<file path="src/rtl/stream_addr_rule_pkg.sv">
// rtl/stream_addr_rule_pkg.sv - shared types for the routing-rule table controller
package stream_addr_rule_pkg;

   typedef enum logic [1:0] {
      CFG_MASK  = 2'd0,
      CFG_BASE  = 2'd1,
      CFG_SLAVE = 2'd2
   } cfg_field_e;

   typedef enum logic [1:0] {
      IDLE  = 2'd0,
      DRAIN = 2'd1,
      SWAP  = 2'd2
   } ctrl_state_e;

   // Index width that stays legal (>=1 bit) even for a single-entry space
   function automatic int unsigned clog2_min1(input int unsigned n);
      return (n > 1) ? $clog2(n) : 1;
   endfunction

endpackage

</file>
<file path="src/rtl/stream_txn_counter.sv">
// rtl/stream_txn_counter.sv - saturating outstanding-transaction counter
module stream_txn_counter #(
   parameter  int unsigned MaxTxns  = 8,
   localparam int unsigned CntWidth = $clog2(MaxTxns + 1)
) (
   input  logic                clk_i,
   input  logic                rst_ni,
   input  logic                inc_i,
   input  logic                dec_i,
   output logic [CntWidth-1:0] count_o,
   output logic                full_o,
   output logic                empty_o
);

   logic [CntWidth-1:0] count_q;
   logic                up;
   logic                dn;

   assign full_o  = (count_q == CntWidth'(MaxTxns));
   assign empty_o = (count_q == '0);
   assign count_o = count_q;

   // A completion with nothing outstanding is dropped rather than wrapping
   assign up = inc_i && !full_o;
   assign dn = dec_i && !empty_o;

   always_ff @(posedge clk_i or negedge rst_ni) begin
      if (!rst_ni) begin
         count_q <= '0;
      end else begin
         case ({up, dn})
            2'b10:   count_q <= count_q + CntWidth'(1);
            2'b01:   count_q <= count_q - CntWidth'(1);
            default: count_q <= count_q;
         endcase
      end
   end

   underflow_chk : assert property (@(posedge clk_i) disable iff (!rst_ni)
      !(dec_i && empty_o));

endmodule

</file>
<file path="src/rtl/stream_addr_rule_ctrl.sv">
// rtl/stream_addr_rule_ctrl.sv - shadow/active rule table with drain-then-swap commit
module stream_addr_rule_ctrl
   import stream_addr_rule_pkg::*;
#(
   parameter  int unsigned NrOutput     = 2,
   parameter  int unsigned AddressWidth = 32,
   parameter  int unsigned NrRules      = 4,
   parameter  int unsigned MaxTxns      = 8,
   localparam int unsigned LogNrOutput  = clog2_min1(NrOutput),
   localparam int unsigned CfgIdxWidth  = clog2_min1(NrRules),
   localparam int unsigned CntWidth     = $clog2(MaxTxns + 1)
) (
   input  logic                            clk_i,
   input  logic                            rst_ni,
   input  logic                            cfg_valid_i,
   output logic                            cfg_ready_o,
   input  logic [CfgIdxWidth-1:0]          cfg_idx_i,
   input  logic [1:0]                      cfg_field_i,
   input  logic [AddressWidth-1:0]         cfg_data_i,
   input  logic                            commit_valid_i,
   output logic                            commit_ready_o,
   input  logic                            inp_valid_i,
   output logic                            inp_ready_o,
   output logic                            gated_valid_o,
   input  logic                            gated_ready_i,
   input  logic                            txn_done_i,
   output logic [NrRules*AddressWidth-1:0] addr_mask_o,
   output logic [NrRules*AddressWidth-1:0] addr_base_o,
   output logic [NrRules*LogNrOutput-1:0]  addr_slave_o,
   output logic                            busy_o
);

   ctrl_state_e state_q, state_d;

   logic [AddressWidth-1:0] shadow_mask_q [NrRules];
   logic [AddressWidth-1:0] shadow_base_q [NrRules];
   logic [LogNrOutput-1:0]  shadow_slave_q[NrRules];
   logic [AddressWidth-1:0] active_mask_q [NrRules];
   logic [AddressWidth-1:0] active_base_q [NrRules];
   logic [LogNrOutput-1:0]  active_slave_q[NrRules];

   logic [CntWidth-1:0] cnt_count;
   logic                cnt_full;
   logic                cnt_empty;
   logic                gate_open;
   logic                drain_done;
   logic                cfg_fire;

   // Gate depends only on state and count, never on inp_valid_i
   assign gate_open     = (state_q == IDLE) && !cnt_full;
   assign gated_valid_o = gate_open && inp_valid_i;
   assign inp_ready_o   = gate_open && gated_ready_i;
   assign busy_o        = (state_q != IDLE);

   stream_txn_counter #(
      .MaxTxns (MaxTxns)
   ) u_txn_counter (
      .clk_i   (clk_i),
      .rst_ni  (rst_ni),
      .inc_i   (gated_valid_o && gated_ready_i),
      .dec_i   (txn_done_i),
      .count_o (cnt_count),
      .full_o  (cnt_full),
      .empty_o (cnt_empty)
   );

   // The gate is closed while draining, so the last completion empties the counter
   assign drain_done = cnt_empty || ((cnt_count == CntWidth'(1)) && txn_done_i);

   always_comb begin
      state_d        = state_q;
      commit_ready_o = 1'b0;
      cfg_ready_o    = 1'b1;
      case (state_q)
         IDLE:    if (commit_valid_i) state_d = DRAIN;
         DRAIN:   if (drain_done) state_d = SWAP;
         SWAP: begin
            commit_ready_o = 1'b1;
            cfg_ready_o    = 1'b0;
            state_d        = IDLE;
         end
         default: state_d = IDLE;
      endcase
   end

   always_ff @(posedge clk_i or negedge rst_ni) begin
      if (!rst_ni) state_q <= IDLE;
      else         state_q <= state_d;
   end

   assign cfg_fire = cfg_valid_i && cfg_ready_o;

   // Out-of-range indices match no entry and unknown fields hit the default arm
   always_ff @(posedge clk_i or negedge rst_ni) begin
      if (!rst_ni) begin
         for (int i = 0; i < NrRules; i++) begin
            shadow_mask_q[i]  <= '0;
            shadow_base_q[i]  <= '0;
            shadow_slave_q[i] <= '0;
         end
      end else begin
         for (int i = 0; i < NrRules; i++) begin
            if (cfg_fire && (cfg_idx_i == CfgIdxWidth'(i))) begin
               case (cfg_field_i)
                  CFG_MASK:  shadow_mask_q[i]  <= cfg_data_i;
                  CFG_BASE:  shadow_base_q[i]  <= cfg_data_i;
                  CFG_SLAVE: shadow_slave_q[i] <= cfg_data_i[LogNrOutput-1:0];
                  default:   ;
               endcase
            end
         end
      end
   end

   always_ff @(posedge clk_i or negedge rst_ni) begin
      if (!rst_ni) begin
         for (int i = 0; i < NrRules; i++) begin
            active_mask_q[i]  <= '0;
            active_base_q[i]  <= '0;
            active_slave_q[i] <= '0;
         end
      end else if (state_q == SWAP) begin
         for (int i = 0; i < NrRules; i++) begin
            active_mask_q[i]  <= shadow_mask_q[i];
            active_base_q[i]  <= shadow_base_q[i];
            active_slave_q[i] <= shadow_slave_q[i];
         end
      end
   end

   for (genvar g = 0; g < NrRules; g++) begin : g_flatten
      assign addr_mask_o[g*AddressWidth +: AddressWidth] = active_mask_q[g];
      assign addr_base_o[g*AddressWidth +: AddressWidth] = active_base_q[g];
      assign addr_slave_o[g*LogNrOutput +: LogNrOutput]  = active_slave_q[g];
   end

   commit_hold_chk : assert property (@(posedge clk_i) disable iff (!rst_ni)
      (state_q != IDLE) |-> commit_valid_i);

endmodule
</file>
<file path="config.mk">
export PLATFORM = sky130hd
export DESIGN_NAME = stream_addr_rule_ctrl
export DESIGN_NICKNAME = d
export VERILOG_FILES = /design/src/rtl/stream_addr_rule_pkg.sv /design/src/rtl/stream_txn_counter.sv /design/src/rtl/stream_addr_rule_ctrl.sv
export SDC_FILE = /design/constraint.sdc
export NUM_CORES = 1
export LEC_CHECK = 0
export CORE_MARGIN = 4
export CORE_UTILIZATION = 24
export CTS_CLUSTER_SIZE = 25
export DETAILED_ROUTE_END_ITERATION = 10
export PLACE_DENSITY = 0.44
export SYNTH_ARGS = -nofsm -noshare
export SYNTH_HDL_FRONTEND = slang
export SYNTH_SLANG_ARGS = --single-unit
</file>
<file path="constraint.sdc">
create_clock -name clk_i -period 1.95 [get_ports clk_i]
set_input_delay 0.39 -clock clk_i [delete_from_list [all_inputs] [get_ports clk_i]]
set_output_delay 0.39 -clock clk_i [all_outputs]
set_load 0.01 [all_outputs]
</file>
==> impl_metrics.json, run 1 <==
{
  "grt_use_total": 0.1383,
  "ys.flop_type": "dfrtp_1",
  "critPathSlowestCell": "dfrtp_1",
  "report.final.setup_viol": 102,
  "cp_cell_sequence": "or2_4, a31o_4, nor2_1, buf_2",
  "drc": 0,
  "ys_async_sr_fraction": 1.000,
  "die_w_um": 295.7,
  "violations": "negative setup slack",
  "synthCells": 1705,
  "grt_max_degree": 127,
  "synth_edf_count": 0,
  "crit_fanout": 3,
  "die_h_um": 295.7,
  "cts-root-buf": "clkbuf_16",
  "ys_types": 37,
  "finClkSkew_ps": 15.98,
  "utilization": 0.3412,
  "placed_area_um2": 24720,
  "final_cell_area_um2": 28020,
  "tightest_slew_ps": 720.8,
  "clock_path_buffers": 3,
  "n_antenna_cell": 0,
  "maxCapViolations": 0,
  "cts_buffers": 59,
  "hp-class": "input port to async pin",
  "layout.cells.non_filler": 3225,
  "relSlewSlack": 0.5194,
  "max_stage_delay_ps": 400,
  "arrival_ps": 1700,
  "path_depth": 4,
  "drt-total-wl_mm": 66.63,
  "drt_iter0_drc": 743,
  "outcome": "complete, but fails checks",
  "tritoncts": "yes",
  "vdd_drop_max_uv": 629.6,
  "place_inst": 3075,
  "reg2reg_depth": 9,
  "antenna_found_initial": 2,
  "period_minus_slack_ps": 2086,
  "fin_ws_ps": -135.7,
  "crit_path_start_kind": "flop",
  "synth_fp_nets": 1752,
  "io_pins": 308,
  "hpwl_mm": 38.71,
  "via_per_inst": 4.241,
  "ant_nets": 0,
  "wl_per_cell_um": 20.66,
  "slew_violations": 0,
  "final_nets": 2159,
  "endpoint_kind": "primary output",
  "path_class": "flop to primary output",
  "synth_warnings": 0,
  "fillers": 8234,
  "coreArea_um2": 82110,
  "cp_num_buf_inv": 1,
  "path_clk_slew_ps": 60,
  "clock_latency_ps": 610,
  "rsz0062_at_grt": "yes",
  "dieArea_um2": 87440,
  "first_pass_iters": 4,
  "hold_viol_final": 0,
  "required_ps": 1560,
  "period_share": 1.070,
  "cts.sinks": 526,
  "gp_congestion": 0.7482,
  "start_util": 0.2419,
  "syn_area_per_cell_um2": 11.65,
  "syn2layout_area_growth_pct": 41.05,
  "fmax_mhz": 479.5,
  "leakage_nw": 14.85,
  "numPortBuffers": 307,
  "drive_above_1_share": 0.2302,
  "cts_max_level": 2,
  "placement_rows": 105,
  "via_count": 13676,
  "power.density_nw_per_um2": 1449,
  "path_delay_family": "flip-flops",
  "grt_pass1_vias": 14345,
  "synth-seq-area-share": 0.6626,
  "netlist_area_um2": 19870,
  "p_total_mw": 40.61,
  "overflow": 0,
  "grt_pass1_wl_mm": 92.03,
  "ys_ff_latch": 526
}
==> path summary, 6_finish.rpt <==
check | from | to | slack (ps)
worst max register to register | state_q[0]$_DFFE_PN0P_ | shadow_mask_q[75]$_DFFE_PN0P_ | -80
min in group clk_i | commit_valid_i | state_q[0]$_DFFE_PN0P_ | 370
worst min-delay path | rst_ni | addr_mask_o[120]$_DFFE_PN0P_ | 300
max in group asynchronous | rst_ni | shadow_mask_q[27]$_DFFE_PN0P_ | 850
worst max-delay path | state_q[1]$_DFFE_PN0P_ | gated_valid_o | -140
worst min register to register | shadow_mask_q[44]$_DFFE_PN0P_ | addr_mask_o[76]$_DFFE_PN0P_ | 450
==> cells in the mapped netlist, types with 2 or more instances <==
| library cell | number | area [um2] |
|---|---|---|
| a21oi_1 | 2 | 10.01 |
| xnor2_1 | 3 | 26.28 |
| nand3_1 | 2 | 10.01 |
| ha_1 | 4 | 50.05 |
| buf_1 | 11 | 41.29 |
| nor2_1 | 7 | 26.28 |
| mux2_1 | 41 | 461.7 |
| buf_2 | 33 | 165.2 |
| buf_6 | 3 | 33.78 |
| buf_8 | 3 | 45.04 |
| nand3b_1 | 2 | 15.01 |
| nor4bb_1 | 2 | 20.02 |
| buf_4 | 10 | 75.07 |
| nor3b_2 | 2 | 25.02 |
| dfrtp_1 | 526 | 13160 |
| clkbuf_1 | 24 | 90.09 |
| nand2_1 | 782 | 2935 |
| nor3_1 | 4 | 20.02 |
| inv_1 | 5 | 18.77 |
| nor3_2 | 2 | 20.02 |
| nor2b_1 | 2 | 12.51 |
| nand4_1 | 2 | 12.51 |
| mux2_2 | 219 | 2466 |
==> cells in the final DEF, fill, tap and decap left out, types with 14 or more instances in the layout <==
| cell type | instances |
|---|---|
| buf_4 | 56 |
| buf_6 | 14 |
| clkbuf_16 | 72 |
| clkdlybuf4s50_1 | 56 |
| nand2_1 | 782 |
| buf_12 | 27 |
| mux2_2 | 109 |
| dlymetal6s2s_1 | 32 |
| mux2_4 | 151 |
| dlygate4sd2_1 | 213 |
| dfrtp_1 | 526 |
| clkbuf_1 | 15 |
==> power breakdown <==
group	switching, mW	leakage, nW	internal [mW]
registers	2.71	6.72	15.1
clock network	4.56	0.947	6.45
logic	5.70	7.18	6.05
total	13.0	14.8	27.6
==> kinds of logic after synthesis <==
family,synth area share
adder cells (fa/ha/maj),0.002519
flip-flops,0.6626
XOR/XNOR,0.001764
multiplexers,0.1479
AO/OA/AOI/OAI,0.001575
buffers and inverters,0.02381
AND/OR/NAND/NOR,0.1599
==> layout make-up <==
| class | count | area, um2 | area share |
|---|---|---|---|
| clock buffers | 87 | 1712 | 0.06109 |
| clock inverters | 17 | 207.7 | 0.007413 |
| inverters | 6 | 35.03 | 0.001250 |
| multi-input cells | 1089 | 6914 | 0.2468 |
| flip-flops and latches | 526 | 13160 | 0.4698 |
| well taps | 1070 | 1339 | 0.04778 |
| repair buffers | 429 | 4641 | 0.1656 |
| repair inverters | 1 | 8.758 | 0.0003126 |
==> routing by layer <==
layer  global-route usage  part of all wire  wire [um]  vias up
met5                    0                 0          0        -
met4              0.02813             0.016       1073        0
met3              0.02531             0.040       2688       72
met2               0.2320              0.48      32290      272
met1               0.1883              0.46      30580     7031
li1                     -                 -          -     6301
==> per-stage QoR <==
stage                     setup TNS, ps  setup WS [ps]  hold slack (ps)
after floorplan                       0          9.995            94.41
after global placement           -62910         -355.8            360.6
after detailed placement         -68160         -358.4            356.2
after CTS                         -3394         -175.8            282.4
after global routing             -14980         -246.1            284.2
final                             -3667         -135.7            299.7
==> timing repair <==
| item | 4_1_cts | 5_1_grt |
|---|---|---|
| setup endpoints to repair | 221 | 314 |
| hold buffers | 1 | 0 |
| pin swaps | 5 | 6 |
| endpoints found under the hold margin | 17 | 0 |
| resized for setup | 256 | 215 |
| buffers inserted | 14 | 10 |
| gates cloned | 6 | 18 |
==> state kept, by name, summed over array words and instances (netlist names) <==
signal,flops
addr_mask_o,128
shadow_slave_q,4
shadow_base_q,128
addr_slave_o,4
shadow_mask_q,128
addr_base_o,128
u_txn_counter.count_o,4
state_q,2
(Power assumes the default switching activity.)
==> run 2, diff against run 1 <==
Settings changed: REMOVE_ABC_BUFFERS set to 1.
==> impl_metrics.json, run 2 (synthesized netlist as in run 1, its figures left out) <==
{
  "cp_num_buf_inv": 2,
  "cp_cell_sequence": "or2_4, a31o_4, buf_6, nor2_2, buf_2",
  "antenna_found_initial": 0,
  "drt_iter0_drc": 519,
  "reg2reg_depth": 8,
  "utilization": 0.3441,
  "rsz0062_at_grt": "yes",
  "clock_path_buffers": 3,
  "wl_per_cell_um": 20.48,
  "first_pass_iters": 4,
  "period_minus_slack_ps": 2176,
  "arrival_ps": 1790,
  "n_antenna_cell": 0,
  "outcome": "complete, but fails checks",
  "regToRegSetupSlack_ps": -220,
  "hp-class": "input port to async pin",
  "dieArea_um2": 87440,
  "ant_nets": 0,
  "r2r-start": "state_q[1]$_DFFE_PN0P_",
  "final_nets": 2155,
  "start_util": 0.2419,
  "grt_max_degree": 94,
  "gp_congestion": 0.7202,
  "final_cell_area_um2": 28250,
  "clock_latency_ps": 610,
  "path_class": "flop to primary output",
  "crit_fanout": 2,
  "crit_path_start_kind": "flop",
  "finClkSkew_ps": 22.96,
  "cts-root-buf": "clkbuf_16",
  "worst_r2r_endpoint": "u_txn_counter.count_o[3]$_DFFE_PN0P_",
  "overflow": 0,
  "die_h_um": 295.7,
  "period_share": 1.116,
  "via_count": 13670,
  "cts.sinks": 526,
  "grt_pass1_wl_mm": 91.68,
  "placed_area_um2": 24790,
  "critPathSlowestCell": "dfrtp_1",
  "report.final.setup_viol": 160,
  "drc": 0,
  "grt_pass1_vias": 14432,
  "power.density_nw_per_um2": 1451,
  "p_total_mw": 41.00,
  "placement_rows": 105,
  "endpoint_kind": "primary output",
  "via_per_inst": 4.243,
  "coreArea_um2": 82110,
  "tightest_slew_ps": 626.3,
  "final_cell_mix": "782 x nand2_1, 526 x dfrtp_1, 218 x dlygate4sd2_1",
  "hold_slack_ps": 338.1,
  "leakage_nw": 15.00,
  "cts_buffers": 59,
  "path_clk_slew_ps": 60,
  "vdd_drop_max_uv": 728.0,
  "hold_viol_final": 0,
  "max_stage_delay_ps": 390,
  "numPortBuffers": 307,
  "hpwl_mm": 38.22,
  "cts_max_level": 2,
  "violations": "negative setup slack",
  "relSlewSlack": 0.5824,
  "grt_use_total": 0.1361,
  "fmax_mhz": 459.6,
  "die_w_um": 295.7,
  "drive_above_1_share": 0.2305,
  "maxCapViolations": 0,
  "tritoncts": "yes",
  "final_common_cell": "nand2_1",
  "slew_violations": 0,
  "syn2layout_area_growth_pct": 42.22,
  "io_pins": 308,
  "fin_ws_ps": -225.6,
  "required_ps": 1560,
  "drt-total-wl_mm": 65.97,
  "path_delay_family": "flip-flops"
}
-- run 2: cell types whose count changed in the layout (fill, tap and decap cells not counted), sizes merged, moves of 3 or more --
| cell | before | now |
|---|---|---|
| clkinvlp | 0 | 4 |
| dlygate4sd2 | 213 | 218 |
| dlymetal6s2s | 32 | 29 |
| clkinv | 13 | 10 |
| clkbuf | 101 | 97 |
-- run 2: metrics by stage --
stage	TNS, ps	setup slack [ps]	std cells
finish	-8246	-225.6	3222
detailed placement	-62190	-386.3	3067
global route	-20420	-312.3	3222
CTS	-6719	-281.8	3192
floorplan	-1515950	-6039	1621
global placement	-62570	-362.9	3067
-- run 2: per-layer routing --
| metal | track usage | wire length, um |
|---|---|---|
| met5 | 0 | 0 |
| met4 | 0.03333 | 1306 |
| met3 | 0.02951 | 2857 |
| met2 | 0.2330 | 32900 |
| met1 | 0.1761 | 28910 |
-- run 2: worst reg2reg max path, cell delays in order, from the launching register on --
cell      delay [ps]
dfrtp_1          390
or2_4            270
a31o_4           210
or3_1            310
ha_2             180
buf_4            150
nand4b_1         190
a21oi_2          190
xor2_1           190
-- run 2: worst max-delay path by stage --
| stage | to | slack, ps | from | cells past startpoint |
|---|---|---|---|---|
| 3_5_place_dp | shadow_base_q[95]$_DFFE_PN0P_ | -390 | cfg_field_i[1] | 5 |
| 5_1_grt | gated_valid_o | -310 | state_q[1]$_DFFE_PN0P_ | 5 |
| 6_report | gated_valid_o | -230 | state_q[1]$_DFFE_PN0P_ | 5 |
| 4_1_cts | inp_ready_o | -280 | state_q[0]$_DFFE_PN0P_ | 5 |
| 2_1_floorplan | shadow_base_q[64]$_DFFE_PN0P_ | -6040 | state_q[1]$_DFFE_PN0P_ | 4 |
| 3_3_place_gp | shadow_base_q[95]$_DFFE_PN0P_ | -360 | cfg_field_i[1] | 5 |
-- run 2: area by class of cell --
| type | count | area [um2] |
|---|---|---|
| inverters | 6 | 35.03 |
| multi-input cells | 1089 | 7091 |
| repair buffers | 426 | 4705 |
| fillers | 8206 | 53860 |
| clock inverters | 22 | 264.0 |
| clock buffers | 83 | 1657 |
| flip-flops and latches | 526 | 13160 |
| well taps | 1070 | 1339 |
-- run 2: report_power, final --
part | switching [mW] | leakage (nW) | total (mW) | internal [mW]
Combinational | 5.62 | 7.35 | 11.9 | 6.29
Clock | 4.59 | 0.934 | 11.1 | 6.55
Sequential | 2.80 | 6.72 | 17.9 | 15.1
-- run 2: timing repair --
action,4_1_cts,5_1_grt
pin swaps,7,9
endpoints found under the hold margin,27,0
gates resized for setup,320,214
hold buffers,1,0
setup endpoints to repair,257,277
cloned,3,18
setup buffers,16,15
==> run 3, diff against run 2 <==
Settings changed: RECOVER_POWER set to 100.
Clock period 1.95 ns to 1.8 ns, I/O delays scaled along.
==> impl_metrics.json, run 3 (synthesized netlist as in run 1, its figures left out) <==
{
  "path_class": "flop to flop",
  "rsz0062_at_grt": "yes",
  "swShare": 0.3198,
  "worst_r2r_endpoint": "shadow_mask_q[68]$_DFFE_PN0P_",
  "fillers": 8166,
  "power_frac_comb": 0.297,
  "overflow": 0,
  "via_count": 14015,
  "relSlewSlack": -0.04604,
  "regToRegSetupSlack_ps": -360,
  "wl_met3_mm": 2.894,
  "power.density_nw_per_um2": 1555,
  "die_h_um": 295.7,
  "switchingPower_mw": 14.65,
  "syn2layout_area_growth_pct": 48.30,
  "min_from": "commit_valid_i",
  "max_stage_delay_ps": 350,
  "first_pass_iters": 5,
  "antenna_found_initial": 0,
  "cts-root-buf": "clkbuf_16",
  "worstHoldPathCells": 3,
  "fin_ws_ps": -356.6,
  "start_util": 0.2419,
  "arrival_ps": 2650,
  "dr_wl_met2_mm": 35.88,
  "grt_use_total": 0.1594,
  "slew_violations": 15,
  "crit_fanout": 6,
  "drc": 0,
  "wl_per_cell_um": 22.13,
  "cts_buffers": 61,
  "hold_viol_final": 0,
  "met1Wirelength_mm": 32.67,
  "tritoncts": "yes",
  "violations": "max-capacitance violations, max-slew violations, negative setup slack",
  "clock_latency_ps": 630,
  "gp_congestion": 0.7029,
  "seqPwrFrac": 0.423,
  "critPathSlowestCell": "dfrtp_1",
  "path_clk_slew_ps": 60,
  "hold_path_end": "state_q[0]$_DFFE_PN0P_",
  "cts_max_level": 2,
  "finClkSkew_ps": 19.91,
  "grt_pass1_vias": 15155,
  "grt_max_degree": 91,
  "leakage_nw": 15.58,
  "tightest_slew_ps": 1569,
  "cts.sinks": 526,
  "reg2reg_depth": 10,
  "fmax_mhz": 463.7,
  "seq_area_um2": 13160,
  "final_cell_area_um2": 29460,
  "drive_above_1_share": 0.2594,
  "maxCapViolations": 1,
  "hpwl_mm": 37.44,
  "period_share": 1.198,
  "ant_nets": 0,
  "cp_cell_sequence": "clkbuf_4, nand2b_4, buf_8, inv_12, buf_6, buf_12, nor3b_4, buf_6, buf_12, mux2_4",
  "endpoint_kind": "flop",
  "final_cell_mix": "778 x nand2_1, 526 x dfrtp_1, 260 x dlygate4sd2_1",
  "period_minus_slack_ps": 2157,
  "report.final.setup_viol": 614,
  "placed_area_um2": 24960,
  "final_nets": 2220,
  "multi_input_area_um2": 7375,
  "clockPowerShare": 0.280,
  "die_w_um": 295.7,
  "via_per_inst": 4.255,
  "dieArea_um2": 87440,
  "outcome": "complete, but fails checks",
  "n_antenna_cell": 0,
  "hold_slack_ps": 346.5,
  "grt_pass1_wl_mm": 103.9,
  "hp-class": "input port to flop",
  "crit_path_start_kind": "flop",
  "r2r-start": "state_q[0]$_DFFE_PN0P_",
  "final_common_cell": "nand2_1",
  "clock_path_buffers": 3,
  "drt_iter0_drc": 869,
  "vdd_drop_max_uv": 668.3,
  "placement_rows": 105,
  "required_ps": 2290,
  "intPower_mw": 31.17,
  "highest_layer": "met4",
  "numPortBuffers": 307,
  "drt-total-wl_mm": 72.89,
  "io_pins": 308,
  "coreArea_um2": 82110
}
run 3: cell count changes in the layout (fill, tap and decap cells not counted), moves of 25 or more:
cell            previous run  this run
buf_6                     20        45
dlygate4sd2_1            218       260
dlymetal6s2s_1            29         0
mux2_2                    66         1
mux2_4                   194       259
run 3: power by group through the flow:
stage | clock (mW) | sequential (mW) | combinational [mW]
6_report | 12.8 | 19.4 | 13.6
5_1_grt | 13.7 | 20.0 | 15.0
4_1_cts | 13.2 | 19.5 | 13.5
3_5_place_dp | 0 | 19.6 | 13.8
3_3_place_gp | 0 | 19.6 | 13.6
2_1_floorplan | 0 | 20.0 | 4.27
run 3: what timing repair did:
| action | 4_1_cts | 5_1_grt |
|---|---|---|
| pin swaps | 15 | 13 |
| gates cloned | 38 | 12 |
| setup endpoints to repair | 571 | 488 |
| endpoints found under the hold margin | 248 | 0 |
| buffers inserted | 58 | 14 |
| hold buffers | 1 | 0 |
| resized for setup | 617 | 81 |
run 3: cell type report:
| class | count | area share |
|---|---|---|
| clock buffer | 91 | 0.06243 |
| tap | 1070 | 0.04544 |
| multi-input combinational | 1089 | 0.2503 |
| timing repair buffer | 489 | 0.1850 |
| clock inverter | 23 | 0.008834 |
| inverter | 6 | 0.001189 |
| sequential | 526 | 0.4468 |
run 3: stage by stage:
step	setup slack (ps)	total power [mW]	TNS, ps	cells	util
5_1_grt	-438.6	48.65	-199000	3294	0.3588
2_1_floorplan	-6189	24.23	-1594630	1621	-
4_1_cts	-414.1	46.19	-65990	3295	0.3603
3_3_place_gp	-560.9	33.18	-106710	3085	0.3040
6_report	-356.6	45.82	-77370	3294	0.3588
3_5_place_dp	-523.4	33.41	-104340	3085	0.3040
run 3: how the worst max path moves through the flow:
stage                                      start                       endpoint  slack, ps  depth (start not counted)
final                     state_q[0]$_DFFE_PN0P_  shadow_mask_q[68]$_DFFE_PN0P_       -360                         10
after global routing      state_q[1]$_DFFE_PN0P_                  gated_valid_o       -440                          5
after CTS                 state_q[0]$_DFFE_PN0P_                  gated_valid_o       -410                          5
after detailed placement          cfg_field_i[1]  shadow_mask_q[25]$_DFFE_PN0P_       -520                          5
after global placement            cfg_field_i[1]  shadow_mask_q[22]$_DFFE_PN0P_       -560                          5
after floorplan           state_q[1]$_DFFE_PN0P_  shadow_base_q[64]$_DFFE_PN0P_      -6190                          4
run 3: metal layers:
metal / vias to the layer above / global-route usage
met1: 7216 / 0.2131
met3: 87 / 0.02771
met5: - / 0
li1: 6408 / -
met4: 0 / 0.03877
met2: 304 / 0.2702
run 3: critical path: cells and delay by family, from the launching register on:
| family | cells | cell delay [ps] |
|---|---|---|
| buf+inv | 7 | 950 |
| simple gates | 2 | 410 |
| flops | 1 | 350 |
| mux | 1 | 310 |
